**src/rtl/iis_slave_rx.sv**
```systemverilog
`timescale 1ns/1ps
`default_nettype none
// +------------------------------------------------------------------------+
// | Module      : iis_slave_rx                                             |
// | Description : I2S (Philips format) slave receiver. Oversamples the     |
// |               external bit clock, word select and data on pclk. It     |
// |               deserialises each channel slot into a left-aligned       |
// |               DATA_WIDTH-bit word tagged with its channel, and buffers |
// |               the words in a small FIFO drained over valid/ready.      |
// | Revision    : 1.0 - initial release                                    |
// +------------------------------------------------------------------------+
// | Ports                                                                  |
// |   pclk         in   system clock, all logic on its rising edge          |
// |   rst          in   synchronous active-high reset                       |
// |   en_i         in   receiver enable                                     |
// |   sck_i        in   external I2S bit clock (asynchronous)               |
// |   ws_i         in   external word select, 0 = left, 1 = right           |
// |   sd_i         in   external serial data, MSB first                     |
// |   data_o       out  head-of-FIFO word (last popped word when empty)     |
// |   chan_o       out  channel of data_o                                   |
// |   valid_o      out  FIFO not empty                                      |
// |   ready_i      in   consumer accepts data_o                             |
// |   overflow_o   out  sticky: a word was dropped on a full FIFO           |
// |   clr_ovf_i    in   clears overflow_o                                   |
// |   sample_cnt_o out  number of accepted pushes, wraps                    |
// +------------------------------------------------------------------------+
module iis_slave_rx #(
  parameter int DATA_WIDTH = 16,
  parameter int FIFO_DEPTH = 4,
  parameter int CNT_WIDTH  = 32
) (
  input  logic                  pclk,
  input  logic                  rst,
  input  logic                  en_i,
  input  logic                  sck_i,
  input  logic                  ws_i,
  input  logic                  sd_i,
  output logic [DATA_WIDTH-1:0] data_o,
  output logic                  chan_o,
  output logic                  valid_o,
  input  logic                  ready_i,
  output logic                  overflow_o,
  input  logic                  clr_ovf_i,
  output logic [CNT_WIDTH-1:0]  sample_cnt_o
);

  localparam int c_BIT_W = $clog2(DATA_WIDTH + 1);
  localparam int c_IDX_W = $clog2(DATA_WIDTH);
  localparam int c_PTR_W = $clog2(FIFO_DEPTH);
  localparam int c_OCC_W = c_PTR_W + 1;
  localparam logic [c_BIT_W-1:0] c_BIT_MAX = c_BIT_W'(DATA_WIDTH);
  localparam logic [c_OCC_W-1:0] c_FULL    = c_OCC_W'(FIFO_DEPTH);

  typedef enum logic [1:0] {
    ST_IDLE  = 2'd0,
    ST_ALIGN = 2'd1,
    ST_RUN   = 2'd2
  } state_t;

  // ---------------------------------------------------------------------
  // Input synchronisers. sck carries a third stage for edge detection so
  // that ws/sd (two stages) line up with the detected rising edge.
  // ---------------------------------------------------------------------
  logic r_sck_s1, r_sck_s2, r_sck_s3;
  logic r_ws_s1,  r_ws_s2;
  logic r_sd_s1,  r_sd_s2;

  always_ff @(posedge pclk) begin
    if (rst) begin
      r_sck_s1 <= 1'b0;
      r_sck_s2 <= 1'b0;
      r_sck_s3 <= 1'b0;
      r_ws_s1  <= 1'b0;
      r_ws_s2  <= 1'b0;
      r_sd_s1  <= 1'b0;
      r_sd_s2  <= 1'b0;
    end else begin
      r_sck_s1 <= sck_i;
      r_sck_s2 <= r_sck_s1;
      r_sck_s3 <= r_sck_s2;
      r_ws_s1  <= ws_i;
      r_ws_s2  <= r_ws_s1;
      r_sd_s1  <= sd_i;
      r_sd_s2  <= r_sd_s1;
    end
  end

  logic w_sck_rise;
  logic w_ws_now;
  logic w_sd_now;

  assign w_sck_rise = r_sck_s2 & ~r_sck_s3;
  assign w_ws_now   = r_ws_s2;
  assign w_sd_now   = r_sd_s2;

  // ---------------------------------------------------------------------
  // Receive state
  // ---------------------------------------------------------------------
  state_t                r_state;
  state_t                w_state_next;
  logic                  r_ws_prev;
  logic                  r_ws_seen;   // r_ws_prev holds a real sample
  logic [DATA_WIDTH-1:0] r_shift;
  logic [c_BIT_W-1:0]    r_bitcnt;

  logic                  w_ws_change;
  logic                  w_capture;
  logic                  w_start;
  logic                  w_shift;
  logic                  w_push_req;
  logic [c_IDX_W-1:0]    w_bit_idx;
  logic [DATA_WIDTH-1:0] w_word;

  // The first edge after enabling only seeds ws_prev; comparing against a
  // stale value would lock onto a phantom transition mid-slot.
  assign w_ws_change = r_ws_seen & (w_ws_now != r_ws_prev);

  always_comb begin
    w_state_next = r_state;
    w_capture    = 1'b0;
    w_start      = 1'b0;
    w_shift      = 1'b0;
    w_push_req   = 1'b0;
    case (r_state)
      ST_IDLE: begin
        if (en_i) begin
          w_state_next = ST_ALIGN;
        end
      end
      ST_ALIGN: begin
        if (w_sck_rise) begin
          w_capture = 1'b1;
          if (w_ws_change) begin
            w_state_next = ST_RUN;
            w_start      = 1'b1;
          end
        end
      end
      ST_RUN: begin
        if (w_sck_rise) begin
          w_capture  = 1'b1;
          w_shift    = (r_bitcnt < c_BIT_MAX);
          // A ws change marks the bit just sampled as the previous LSB.
          w_push_req = w_ws_change;
        end
      end
      default: begin
        w_state_next = ST_IDLE;
      end
    endcase
    if (!en_i) begin
      w_state_next = ST_IDLE;
      w_capture    = 1'b0;
      w_start      = 1'b0;
      w_shift      = 1'b0;
      w_push_req   = 1'b0;
    end
  end

  // Bits land directly at their left-aligned position, so a short slot
  // leaves the low bits at zero and excess bits are simply not written.
  always_comb begin
    w_bit_idx = c_IDX_W'(DATA_WIDTH - 1 - int'(r_bitcnt));
    w_word    = r_shift;
    if (w_shift) begin
      w_word[w_bit_idx] = w_sd_now;
    end
  end

  always_ff @(posedge pclk) begin
    if (rst) begin
      r_state <= ST_IDLE;
    end else begin
      r_state <= w_state_next;
    end
  end

  always_ff @(posedge pclk) begin
    if (rst || !en_i) begin
      r_shift   <= '0;
      r_bitcnt  <= '0;
      r_ws_prev <= 1'b0;
      r_ws_seen <= 1'b0;
    end else begin
      if (w_capture) begin
        r_ws_prev <= w_ws_now;
        r_ws_seen <= 1'b1;
      end
      if (w_start || w_push_req) begin
        r_shift  <= '0;
        r_bitcnt <= '0;
      end else if (w_shift) begin
        r_shift  <= w_word;
        r_bitcnt <= r_bitcnt + 1'b1;
      end
    end
  end

  // ---------------------------------------------------------------------
  // Word FIFO
  // ---------------------------------------------------------------------
  logic [DATA_WIDTH-1:0] r_mem_data [FIFO_DEPTH];
  logic                  r_mem_chan [FIFO_DEPTH];
  logic [c_PTR_W-1:0]    r_wr_ptr;
  logic [c_PTR_W-1:0]    r_rd_ptr;
  logic [c_OCC_W-1:0]    r_count;
  logic [DATA_WIDTH-1:0] r_last_data;
  logic                  r_last_chan;
  logic                  r_overflow;
  logic [CNT_WIDTH-1:0]  r_sample_cnt;

  logic w_full;
  logic w_pop;
  logic w_push;
  logic w_drop;

  assign w_full  = (r_count == c_FULL);
  assign valid_o = (r_count != '0);
  assign w_pop   = valid_o & ready_i;
  // A simultaneous pop frees the head slot, so a full FIFO still accepts.
  assign w_push  = w_push_req & (~w_full | w_pop);
  assign w_drop  = w_push_req & w_full & ~w_pop;

  always_ff @(posedge pclk) begin
    if (w_push) begin
      r_mem_data[r_wr_ptr] <= w_word;
      r_mem_chan[r_wr_ptr] <= r_ws_prev;
    end
  end

  always_ff @(posedge pclk) begin
    if (rst) begin
      r_wr_ptr     <= '0;
      r_rd_ptr     <= '0;
      r_count      <= '0;
      r_last_data  <= '0;
      r_last_chan  <= 1'b0;
      r_overflow   <= 1'b0;
      r_sample_cnt <= '0;
    end else begin
      if (w_push) begin
        r_wr_ptr     <= r_wr_ptr + 1'b1;
        r_sample_cnt <= r_sample_cnt + 1'b1;
      end
      if (w_pop) begin
        r_rd_ptr    <= r_rd_ptr + 1'b1;
        r_last_data <= r_mem_data[r_rd_ptr];
        r_last_chan <= r_mem_chan[r_rd_ptr];
      end
      case ({w_push, w_pop})
        2'b10:   r_count <= r_count + 1'b1;
        2'b01:   r_count <= r_count - 1'b1;
        default: r_count <= r_count;
      endcase
      // Set has priority over a clear in the same cycle.
      if (w_drop) begin
        r_overflow <= 1'b1;
      end else if (clr_ovf_i) begin
        r_overflow <= 1'b0;
      end
    end
  end

  // Once empty, the outputs keep showing the word that was last consumed.
  assign data_o       = valid_o ? r_mem_data[r_rd_ptr] : r_last_data;
  assign chan_o       = valid_o ? r_mem_chan[r_rd_ptr] : r_last_chan;
  assign overflow_o   = r_overflow;
  assign sample_cnt_o = r_sample_cnt;

endmodule
`default_nettype wire
```
**config.mk**
```make
export PLATFORM = sky130hd
export DESIGN_NAME = iis_slave_rx
export DESIGN_NICKNAME = d
export VERILOG_FILES = /design/src/rtl/iis_slave_rx.sv
export SDC_FILE = /design/constraint.sdc
export NUM_CORES = 1
export LEC_CHECK = 0
export ABC_AREA = 0
export ABC_CLOCK_PERIOD_IN_PS = 5600
export BUFFER_PORTS_ARGS = -buffer_cell sky130_fd_sc_hd__buf_2
export CAP_MARGIN = 30
export CORE_AREA = 2 2 153 155
export CTS_CLUSTER_SIZE = 30
export DETAILED_ROUTE_END_ITERATION = 16
export DIE_AREA = 0 0 155 157
export PLACE_DENSITY = 0.55
export SLEW_MARGIN = 10
export SYNTH_ARGS = -nofsm -noshare
export SYNTH_HDL_FRONTEND = slang
export SYNTH_SLANG_ARGS = --single-unit
export TNS_END_PERCENT = 30
```
**constraint.sdc**
```tcl
create_clock -name pclk -period 5.6 [get_ports pclk]
set_input_delay 0.28 -clock pclk [delete_from_list [all_inputs] [get_ports pclk]]
set_output_delay 0.28 -clock pclk [all_outputs]
set_load 0.005 [all_outputs]
```
==> metrics.md, run 1 <==
| Metric | Value |
|---|---|
| Status | `complete, no violations` |
| Overall routing resource usage | `0.119` |
| Cts hold-fix bufs | `0` |
| Setup Buffers After CTS | `0` |
| Critical Path End Type | `flop` |
| CTS tree | `built` |
| Final Hold Fails | `0` |
| Tcrit/Tclk final | `0.447` |
| Number of global-route vias before repair | `between 4,000 and 5,000` |
| Worst slew pin tran | `between 0.9 and 1 ns` |
| Crit-path slowest cell | `and2_1` |
| Worst EP required | `around 5.7 ns` |
| Cts repair resizes | `0` |
| Share of post-route cells with drive strength above 1 | `0.256` |
| Setup TNS | `0 ns` |
| Nets | `~640` |
| Synthesized area | `approximately 6700 um2` |
| Clock buffer depth | `2` |
| Max rail drop VDD | `about 180 uV` |
| Clock latency on the worst-skew pair | `0.43 ns` |
| Clock share of power | `0.498` |
| Syn Inst Count | `between 500 and 600` |
| CTS buffer count | `17` |
| Drt wl/cell | `between 10 and 15 um` |
| Final min period | `2.50 ns` |
| Die W | `155 um` |
| Async set or reset register ratio after synthesis | `0` |
| Grt met2 use | `0.195` |
| Clock sinks | `approximately 160` |
| Primary FF master, synth | `dfxtp_1` |
| Comb power frac | `0.009` |
| Sequential cell area fraction in the yosys report | `0.577` |
| Setup violators final | `0` |
| Sw Pwr | `approximately 0.48 mW` |
| CTS Root Cell | `clkbuf_16` |
| CP cell instances | `inv_1, ha_1, nand4b_1, nor4b_2, and2_1` |
| Crit Path Max Fanout | `17` |
| GPL Wtd Cong | `0.754` |
| IO buf count | `between 50 and 60` |
| Worst R2R Start | `r_state[0]` |
| Largest net degree at the start of global routing | `slightly below 70` |
| Clk slew on worst S/H paths | `0.06 ns` |
| Crit start category | `flop` |
| Antenna-violating nets left | `0` |
| Min-Delay Path Class | `input port to flop` |
| WP buf/inv | `1` |
| Pre-antenna DRT Iters | `5` |
| H-tree lvl count | `4` |
| P_int | `roughly 2.0 mW` |
| Critical R2R Capture | `r_mem_data[0][11]` |
| Slowest stage delay, CP | `0.78 ns` |
| Post-synth EDFFs | `slightly below 70` |
| Post-layout util | `0.352` |
| Worst reg-to-reg setup slack | `slightly above 3 ns` |
| Max Fclk | `400 MHz` |
| Residual DRC | `0` |
| Slew headroom | `0.400` |
| Sw Share | `0.197` |
| Diodes inserted | `0` |
| Hpwl dp | `9.36 mm` |
| Placed Area | `about 7300 um2` |
| Delay-heaviest family, CP | `simple AND/OR/NAND/NOR gates` |
| Final WL | `about 14 mm` |
| Via count | `roughly 4,300` |
| Kind of critical path | `flop to flop` |
| Global-route wire length before repair | `22.5 mm` |
| Num ports | `59` |
| Routed vias/inst | `4.68` |
| Worst r2r path cells | `5` |
| Beginning of the worst hold path | `ws_i` |
| Finished Cell Area | `7910 um2` |
| Leak | `between 2 and 3 nW` |
| Full die area | `~24,000 um2` |
| Vert. Die Dim | `157 um` |
| Unrepaired setup endpoints after global routing | `no` |
| Core area | `~23,000 um2` |
| M3 GR Usage | `0.0325` |
| Syn. warnings | `0` |
| Busiest layer in global routing | `met2` |
| Synthesized area per cell | `roughly 12 um2` |
| Register bit total from synthesis | `159` |
| Post-Syn Nets | `roughly 580` |
| Endpoint of the worst hold path | `r_ws_s1` |
| Max Cap Viol | `0` |
| Met1 Use GR | `0.149` |
| Skew final | `0.0114 ns` |
| CP arrival | `between 2 and 3 ns` |
| Yosys cell types | `49` |
| Initial antenna violation count | `0` |
| Row count | `55` |
| DR iter-0 viols | `between 200 and 250` |
| Layout area overhead | `18.2%` |
| Worst Hold Path Cells | `2` |
| Final global-route overflow total | `0` |
| Initial core utilization | `0.298` |
| Critical Path Source | `r_state[0]` |
| Power share of the sequential group | `0.493` |
| Power Dens Cells | `between 300 and 400 nW/um2` |
| Slew Viols, Final | `0` |
| Total power | `between 2 and 2.5 mW` |
[area by class of cell]
class	instances	area [um2]
Tap cell	285	357
Clock inverter	11	179
Multi-Input combinational cell	360	2680
Clock buffer	21	440
Inverter	12	45.0
Timing Repair Buffer	65	350
Fill cell	2198	14600
Sequential cell	159	3860
[cells in the mapped netlist, types with 6 or more instances]
library cell  instances  area share
nor3_1                6      0.0045
nor2b_1              27       0.025
mux4_2               17       0.057
nand3_1              15       0.011
edfxtp_1             68        0.30
clkbuf_1             15      0.0084
ha_1                 12       0.022
o21ai_0              11      0.0082
mux2_2               33       0.055
nor2_1               58       0.033
xnor2_1              11       0.014
nand2_1              50       0.028
xor2_1               17       0.022
a21oi_1              34       0.025
dfxtp_1              91        0.27
or3_1                10      0.0093
inv_1                12      0.0067
nand4_1              12       0.011
[per-stage QoR]
stage	hold slack (ns)	setup WS, ns	instances
6_report	0.0781	3.10	913
5_1_grt	0.0930	2.86	913
4_1_cts	0.0638	3.04	913
3_5_place_dp	0.426	3.05	881
3_3_place_gp	0.435	3.13	880
2_1_floorplan	0.408	3.39	556
[flip-flops by register name, summed over array words and instances (netlist names), 2 cells and up, named ones only]
register / flops
r_last_data: 16
r_mem_data: 64
r_count: 3
r_bitcnt: 5
r_wr_ptr: 2
r_rd_ptr: 2
r_state: 2
r_shift: 16
sample_cnt_o: 32
r_mem_chan: 4
[layer usage]
layer	routed length, um	vias up
met1	6380	2109
met5	0	-
met3	506	19
met2	6560	53
met4	223	0
li1	-	2094
[power by group through the flow]
stage / registers [mW] / clock network (mW) / logic (mW)
3_5_place_dp: 1.23 / 0 / 0.0228
4_1_cts: 1.20 / 1.24 / 0.0229
3_3_place_gp: 1.23 / 0 / 0.0218
2_1_floorplan: 1.23 / 0 / 0.0149
5_1_grt: 1.20 / 1.29 / 0.0256
6_report: 1.20 / 1.21 / 0.0226
[cell families (layout without fill, tap and decap cells)]
group / count (synthesis) / count (layout) / share of synthesized area
mux: 54 / 54 / 0.119
xor+xnor: 29 / 29 / 0.0390
buf+inv: 37 / 109 / 0.0239
fa+ha+maj: 13 / 13 / 0.0254
compound gates: 52 / 52 / 0.0424
simple gates: 212 / 212 / 0.174
flops: 159 / 159 / 0.577
[cell usage in the layout (no fill, tap or decap), drive strengths merged, types with 17 or more instances in the layout]
cell     n
nand2   50
a21oi   34
nand4   17
buf     65
nor2    58
mux2    33
nor2b   27
mux4    17
edfxtp  68
dfxtp   91
clkbuf  21
xor2    18
[worst max-delay path by stage]
| stage | slack, ns | endpoint | depth (start not counted) |
|---|---|---|---|
| 2_1_floorplan | 3.39 | r_mem_chan[0] | 6 |
| 3_3_place_gp | 3.13 | r_mem_data[0][12] | 5 |
| 3_5_place_dp | 3.05 | r_mem_data[0][12] | 5 |
| 4_1_cts | 3.04 | r_mem_data[0][7] | 5 |
| 5_1_grt | 2.86 | r_mem_data[0][7] | 5 |
| 6_report | 3.10 | r_mem_data[0][11] | 5 |
Power figures use the tool's default switching activity.
==> run 2, diff against run 1 <==
- ABC_AREA: 0 -> 1
- ABC_CLOCK_PERIOD_IN_PS: 5600 -> 2500
- CORE_AREA: 2 2 153 155 -> 2 2 160 162
- DIE_AREA: 0 0 155 157 -> 0 0 162 164
- clock period: 5.6 -> 2.5 ns (I/O delays scaled with it)
==> run 2 against run 1 <==
Against the previous run:
- non-clock buffer count up 11
- sequential share of layout area down 4.1 points
- die area up 9.2%
- global-route usage up 1.3 points
- register-to-register slack worse by 2.6 ns
- final cell count up 41%
- via count up 34%
==> metrics.md, run 2 <==
| Metric | Value |
|---|---|
| Register bit total from synthesis | `159 (unchanged)` |
| Tcrit/Tclk final | `0.825` |
| Pre-antenna DRT Iters | `5 (unchanged)` |
| Async set or reset register ratio after synthesis | `0 (unchanged)` |
| Sequential cell area fraction in the yosys report | `0.528 (-0.0489)` |
| Worst Hold Path Cells | `3 (+1)` |
| Syn Inst Count | `882 (+59%)` |
| DR iter-0 viols | `417 (+100%)` |
| Biggest area consumer among synthesized cells | `edfxtp_1` |
| Die W | `162 um (+4.5%)` |
| Overall routing resource usage | `0.131 (+0.0127)` |
| Status | `complete, no violations` |
| Full die area | `26,600 um2 (+9.2%)` |
| Kind of critical path | `flop to output pin` |
| Count leader, synth | `nand2_1` |
| Routed vias/inst | `4.46 (-4.7%)` |
| Most flop-heavy register | `r_mem_data` |
| Max Fclk | `approximately 490 MHz` |
| CTS Root Cell | `clkbuf_16` |
| Setup violators final | `0 (unchanged)` |
| Power Dens Cells | `896 nW/um2 (+190%)` |
| Pre-CTS setup slack | `0.501 ns (-2.55 ns)` |
| Synthesized area | `7320 um2 (+9.3%)` |
| Num ports | `59 (unchanged)` |
| Crit start category | `flop` |
| Unrepaired setup endpoints after global routing | `no` |
| Clock latency on the worst-skew pair | `0.42 ns (about the same)` |
| IO buf count | `58 (unchanged)` |
| Post-synth EDFFs | `68 (unchanged)` |
| Post-layout util | `0.348 (-0.00368)` |
| Layout area overhead | `18.0%` |
| Initial core utilization | `0.295 (-0.00277)` |
| Final min period | `between 2 and 2.5 ns` |
| Max rail drop VDD | `659 uV (+260%)` |
| Nets | `966 (+52%)` |
| Post-Syn Nets | `903 (+56%)` |
| Antenna-violating nets left | `0 (unchanged)` |
| Hold WS | `0.0904 ns (+0.0123 ns)` |
| Critical Path End Type | `output pin` |
| Crit Path Max Fanout | `34 (+17)` |
| Worst EP required | `2.38 ns (-3.27 ns)` |
| Worst r2r path cells | `9 (+4)` |
| Finished Cell Area | `8640 um2 (+9.1%)` |
| Yosys cell types | `38 (-22%)` |
| GPL Wtd Cong | `0.823 (+9.3%)` |
| Share of post-route cells with drive strength above 1 | `0.167 (-0.0892)` |
| Syn. warnings | `0 (unchanged)` |
| Drt wl/cell | `12.9 um (-14%)` |
| H-tree lvl count | `4 (unchanged)` |
| Number of global-route vias before repair | `5,344 (+23%)` |
| Top-area cell type share of the netlist area | `0.279 (-0.0259)` |
| Max Cap Viol | `0 (unchanged)` |
| Final WL | `16.6 mm (+22%)` |
| Skew final | `0.00792 ns (-0.00353 ns)` |
| Commonest cells post-synth | `nand2_1, nor2_1, dfxtp_1, inv_1, a21oi_1` |
| Cell Count, Final, Fillers Out | `1,287 (+41%)` |
| Primary FF master, synth | `dfxtp_1` |
| Vert. Die Dim | `164 um (+4.5%)` |
| Placed Area | `7980 um2 (+9.3%)` |
| Initial antenna violation count | `0 (unchanged)` |
| Setup TNS | `0 ns (unchanged)` |
| Clock buffer depth | `2 (unchanged)` |
| Largest net degree at the start of global routing | `42 (-39%)` |
| Worst Slack Setup Final | `0.438 ns (-2.66 ns)` |
| Slew Viols, Final | `0 (unchanged)` |
| Clock sinks | `159 (unchanged)` |
| CP arrival | `1.94 ns (-0.61 ns)` |
| CTS tree | `built` |
| Hpwl dp | `11.5 mm (+23%)` |
| Most frequent cells in the layout | `nand2_1, nor2_1, inv_1, dfxtp_1, a21oi_1` |
| Final Hold Fails | `0 (unchanged)` |
| Leak | `3.30 nW (+21%)` |
| Placed cells | `1,252 (+42%)` |
| Residual DRC | `0 (unchanged)` |
| Min-Delay Path Class | `input port to flop` |
| Area contributors post-synth | `edfxtp_1, dfxtp_1, nand2_1` |
| Commonest non-fill, non-tap cell in the layout | `nand2_1` |
| Worst slew pin tran | `0.607 ns (-0.293 ns)` |
| Final global-route overflow total | `0 (unchanged)` |
| Slew headroom | `0.595 (+0.195)` |
| Global-route wire length before repair | `27.6 mm (+23%)` |
| Clk slew on worst S/H paths | `0.06 ns (about the same)` |
| Total power | `7.74 mW (+220%)` |
| Via count | `5,743 (+34%)` |
| CTS buffer count | `17 (unchanged)` |
| Diodes inserted | `0 (unchanged)` |
| Synthesized area per cell | `8.30 um2 (-31%)` |
| Row count | `58 (+5.5%)` |
| Max reg flops | `64 (unchanged)` |
| Core area | `24,800 um2 (+10%)` |
-- run 2: repair_timing --
item                                    CTS  global route
endpoints found under the setup margin    0             6
setup buffers                             0             0
resized for setup                         0             1
hold buffers                              4             0
endpoints found under the hold margin     4             0
-- run 2: per-layer routing --
metal,global-route usage,wire length [um],part of all wire,vias to the layer above
li1,-,-,-,3000
met1,0.187,8560,0.51,2598
met2,0.197,7150,0.43,133
met3,0.0285,766,0.046,12
met4,0.0430,153,0.0092,0
met5,0,0,0,-
-- run 2: critical path, cell delays in order, from the launching register on --
cell and delay, ns:
dfxtp_1 0.37, clkinvlp_4 0.46, nand2_1 0.22, a32o_1 0.23, a21oi_1 0.07, buf_2 0.14
-- run 2: worst paths after layout --
check	startpoint	end	slack, ns
worst max register to register	r_state[0]	r_mem_data[3][0]	0.51
worst max-delay path	flop	data_o[11]	0.44
worst min register to register	r_sck_s1	r_sck_s2	0.40
worst min-delay path	en_i	r_ws_prev	0.09
-- run 2: logic make-up (layout without fill, tap and decap cells) --
logic type      count (synthesis)  in the layout  synth area share
buf+inv                       143            218            0.0792
mux                             1              1           0.00154
fa+ha+maj                      13             13            0.0233
flops                         159            159             0.528
simple gates                  397            397             0.228
xor+xnor                        4              4           0.00479
compound gates                165            165             0.135
-- run 2: where the power goes --
group / internal, mW / switching, mW
Clock: 1.68 / 1.07
Combinational: 0.777 / 1.23
Sequential: 2.87 / 0.107
Total: 5.33 / 2.41
-- run 2: cell type report --
cell class,instances,area (um2)
fillers,2576,16200
flip-flops and latches,159,3860
multi-input cells,580,2880
repair buffers,76,448
clock buffers,19,433
inverters,111,420
well taps,330,413
clock inverters,12,184
==> run 3, diff against run 2 <==
- ABC_CLOCK_PERIOD_IN_PS: 2500 -> 2100
- clock period: 2.5 -> 2.1 ns (I/O delays scaled with it)
==> run 3 against run 2 <==
Against the previous run:
- sequential power up 19%
- largest cell class unchanged
- first-iteration DRC count shrank 18%
- sequential cell count stayed put
- final area rose by 0.67%
- critical endpoint is now data_o[15]
- utilization is 0.23 points higher
- power is 15% higher
==> metrics.md, run 3 (synthesized netlist as in run 2, its figures left out) <==
| Metric | Value |
|---|---|
| Setup TNS | `0 ns (unchanged)` |
| Full die area | `26,600 um2 (unchanged)` |
| Slew Viols, Final | `0 (unchanged)` |
| IO buf count | `58 (unchanged)` |
| Row count | `58 (unchanged)` |
| Crit Path Max Fanout | `34 (unchanged)` |
| Final Hold Fails | `0 (unchanged)` |
| Power Dens Cells | `1030 nW/um2 (+14%)` |
| CTS tree | `built` |
| DR iter-0 viols | `344 (-18%)` |
| Routed vias/inst | `4.41 (-1.3%)` |
| Via count | `5,709 (-0.59%)` |
| Critical Path End Type | `output pin` |
| Final global-route overflow total | `0 (unchanged)` |
| Unrepaired setup endpoints after global routing | `no` |
| Clock buffer depth | `2 (unchanged)` |
| Drt wl/cell | `12.6 um (-2.4%)` |
| Clock latency on the worst-skew pair | `0.43 ns (about the same)` |
| Worst slew pin tran | `0.598 ns (-0.00935 ns)` |
| Max Cap Viol | `0 (unchanged)` |
| Number of global-route vias before repair | `5,470 (+2.4%)` |
| Final WL | `16.3 mm (-1.7%)` |
| Overall routing resource usage | `0.130 (-0.00117)` |
| Worst EP required | `2.00 ns (-0.38 ns)` |
| Kind of critical path | `flop to output pin` |
| H-tree lvl count | `4 (unchanged)` |
| CTS buffer count | `17 (unchanged)` |
| Layout area overhead | `18.8%` |
| Max rail drop VDD | `615 uV (-6.8%)` |
| Crit start category | `flop` |
| Status | `complete, no violations` |
| Num ports | `59 (unchanged)` |
| Tcrit/Tclk final | `0.910` |
| Initial core utilization | `0.295 (unchanged)` |
| Total power | `8.91 mW (+15%)` |
| Vert. Die Dim | `164 um (unchanged)` |
| Crit-path slowest cell | `dfxtp_1` |
| Largest net degree at the start of global routing | `40 (-4.8%)` |
| Most frequent cells in the layout | `nand2_1, nor2_1, inv_1, dfxtp_1, a21oi_1` |
| Share of post-route cells with drive strength above 1 | `0.172 (+0.00465)` |
| Placed cells | `1,255 (+0.24%)` |
| Core area | `24,800 um2 (unchanged)` |
| Most flop-heavy register | `r_mem_data` |
| Leak | `3.32 nW (+0.58%)` |
| Clk slew on worst S/H paths | `0.07 ns (about the same)` |
| Max Fclk | `524 MHz` |
| Skew final | `0.0148 ns (+0.00688 ns)` |
| CP arrival | `1.81 ns (-0.13 ns)` |
| Diodes inserted | `0 (unchanged)` |
| Global-route wire length before repair | `27.4 mm (-0.83%)` |
| GPL Wtd Cong | `0.802 (-2.6%)` |
| Max reg flops | `64 (unchanged)` |
| Commonest non-fill, non-tap cell in the layout | `nand2_1` |
| Clock sinks | `159 (unchanged)` |
| Setup violators final | `0 (unchanged)` |
| Die W | `162 um (unchanged)` |
| CTS Root Cell | `clkbuf_16` |
| Min-Delay Path Class | `input port to flop` |
| Final min period | `about 1.9 ns` |
| Slowest stage delay, CP | `0.33 ns (-0.13 ns)` |
| CP cell instances | `buf_4, nand2_1, a32o_1, a21oi_1, buf_2` |
| Nets | `974 (+0.83%)` |
| Slew headroom | `0.601 (+0.00624)` |
| Antenna-violating nets left | `0 (unchanged)` |
| Pre-antenna DRT Iters | `4 (-1)` |
| Hpwl dp | `11.4 mm (-0.70%)` |
| Residual DRC | `0 (unchanged)` |
| Cts repair resizes | `0 (unchanged)` |
| Cell Count, Final, Fillers Out | `1,296 (+0.70%)` |
| Initial antenna violation count | `0 (unchanged)` |
-- run 3: metrics by stage --
step | util | setup WS (ns) | area [um2] | hold WS [ns]
final | 0.350 | 0.190 | 8690 | 0.0364
after global routing | 0.350 | 0.0234 | 8690 | 0.0529
after CTS | 0.350 | 0.162 | 8690 | 0.0271
after detailed placement | 0.324 | 0.232 | 8040 | 0.319
after global placement | 0.324 | 0.273 | 8040 | 0.316
after floorplan | - | -0.204 | 7320 | 0.212
-- run 3: final timing paths --
kind                   start          to  slack (ns)  cells after the start
setup / recovery        flop  data_o[15]        0.19                      5
hold / removal          en_i   r_ws_prev        0.04                      3
setup reg to reg  r_state[0]  r_count[2]        0.25                     12
hold reg to reg     r_sck_s1    r_sck_s2        0.40                      2
-- run 3: metal layers --
layer,GRT usage,vias up,wire (um)
met4,0.0467,0,161
met5,0,-,0
met1,0.180,2608,8270
met2,0.202,87,7170
met3,0.0265,9,750
li1,-,3005,-
-- run 3: area by class of cell --
type                    instances  area (um2)
clock buffers                  17         425
clock inverters                15         143
fillers                      2615       16100
inverters                     111         417
multi-input cells             580        2880
flip-flops and latches        159        3860
well taps                     330         413
repair buffers                 84         558
-- run 3: critical path: cells and delay by family (launching register included) --
kind | cells | cell delay [ns]
buffers and inverters | 2 | 0.47
AO/OA/AOI/OAI | 2 | 0.47
flip-flops | 1 | 0.33
AND/OR/NAND/NOR | 1 | 0.09
-- run 3: timing repair --
item | CTS | global route
hold buffers | 9 | 0
setup buffers | 0 | 0
endpoints found under the hold margin | 8 | 0
-- run 3: where the power goes --
group / internal (mW) / leakage [nW] / switching (mW)
Clock: 1.57 / 0.267 / 1.41
Sequential: 3.41 / 1.36 / 0.122
Combinational: 0.937 / 1.69 / 1.46
Total: 5.92 / 3.32 / 3.00
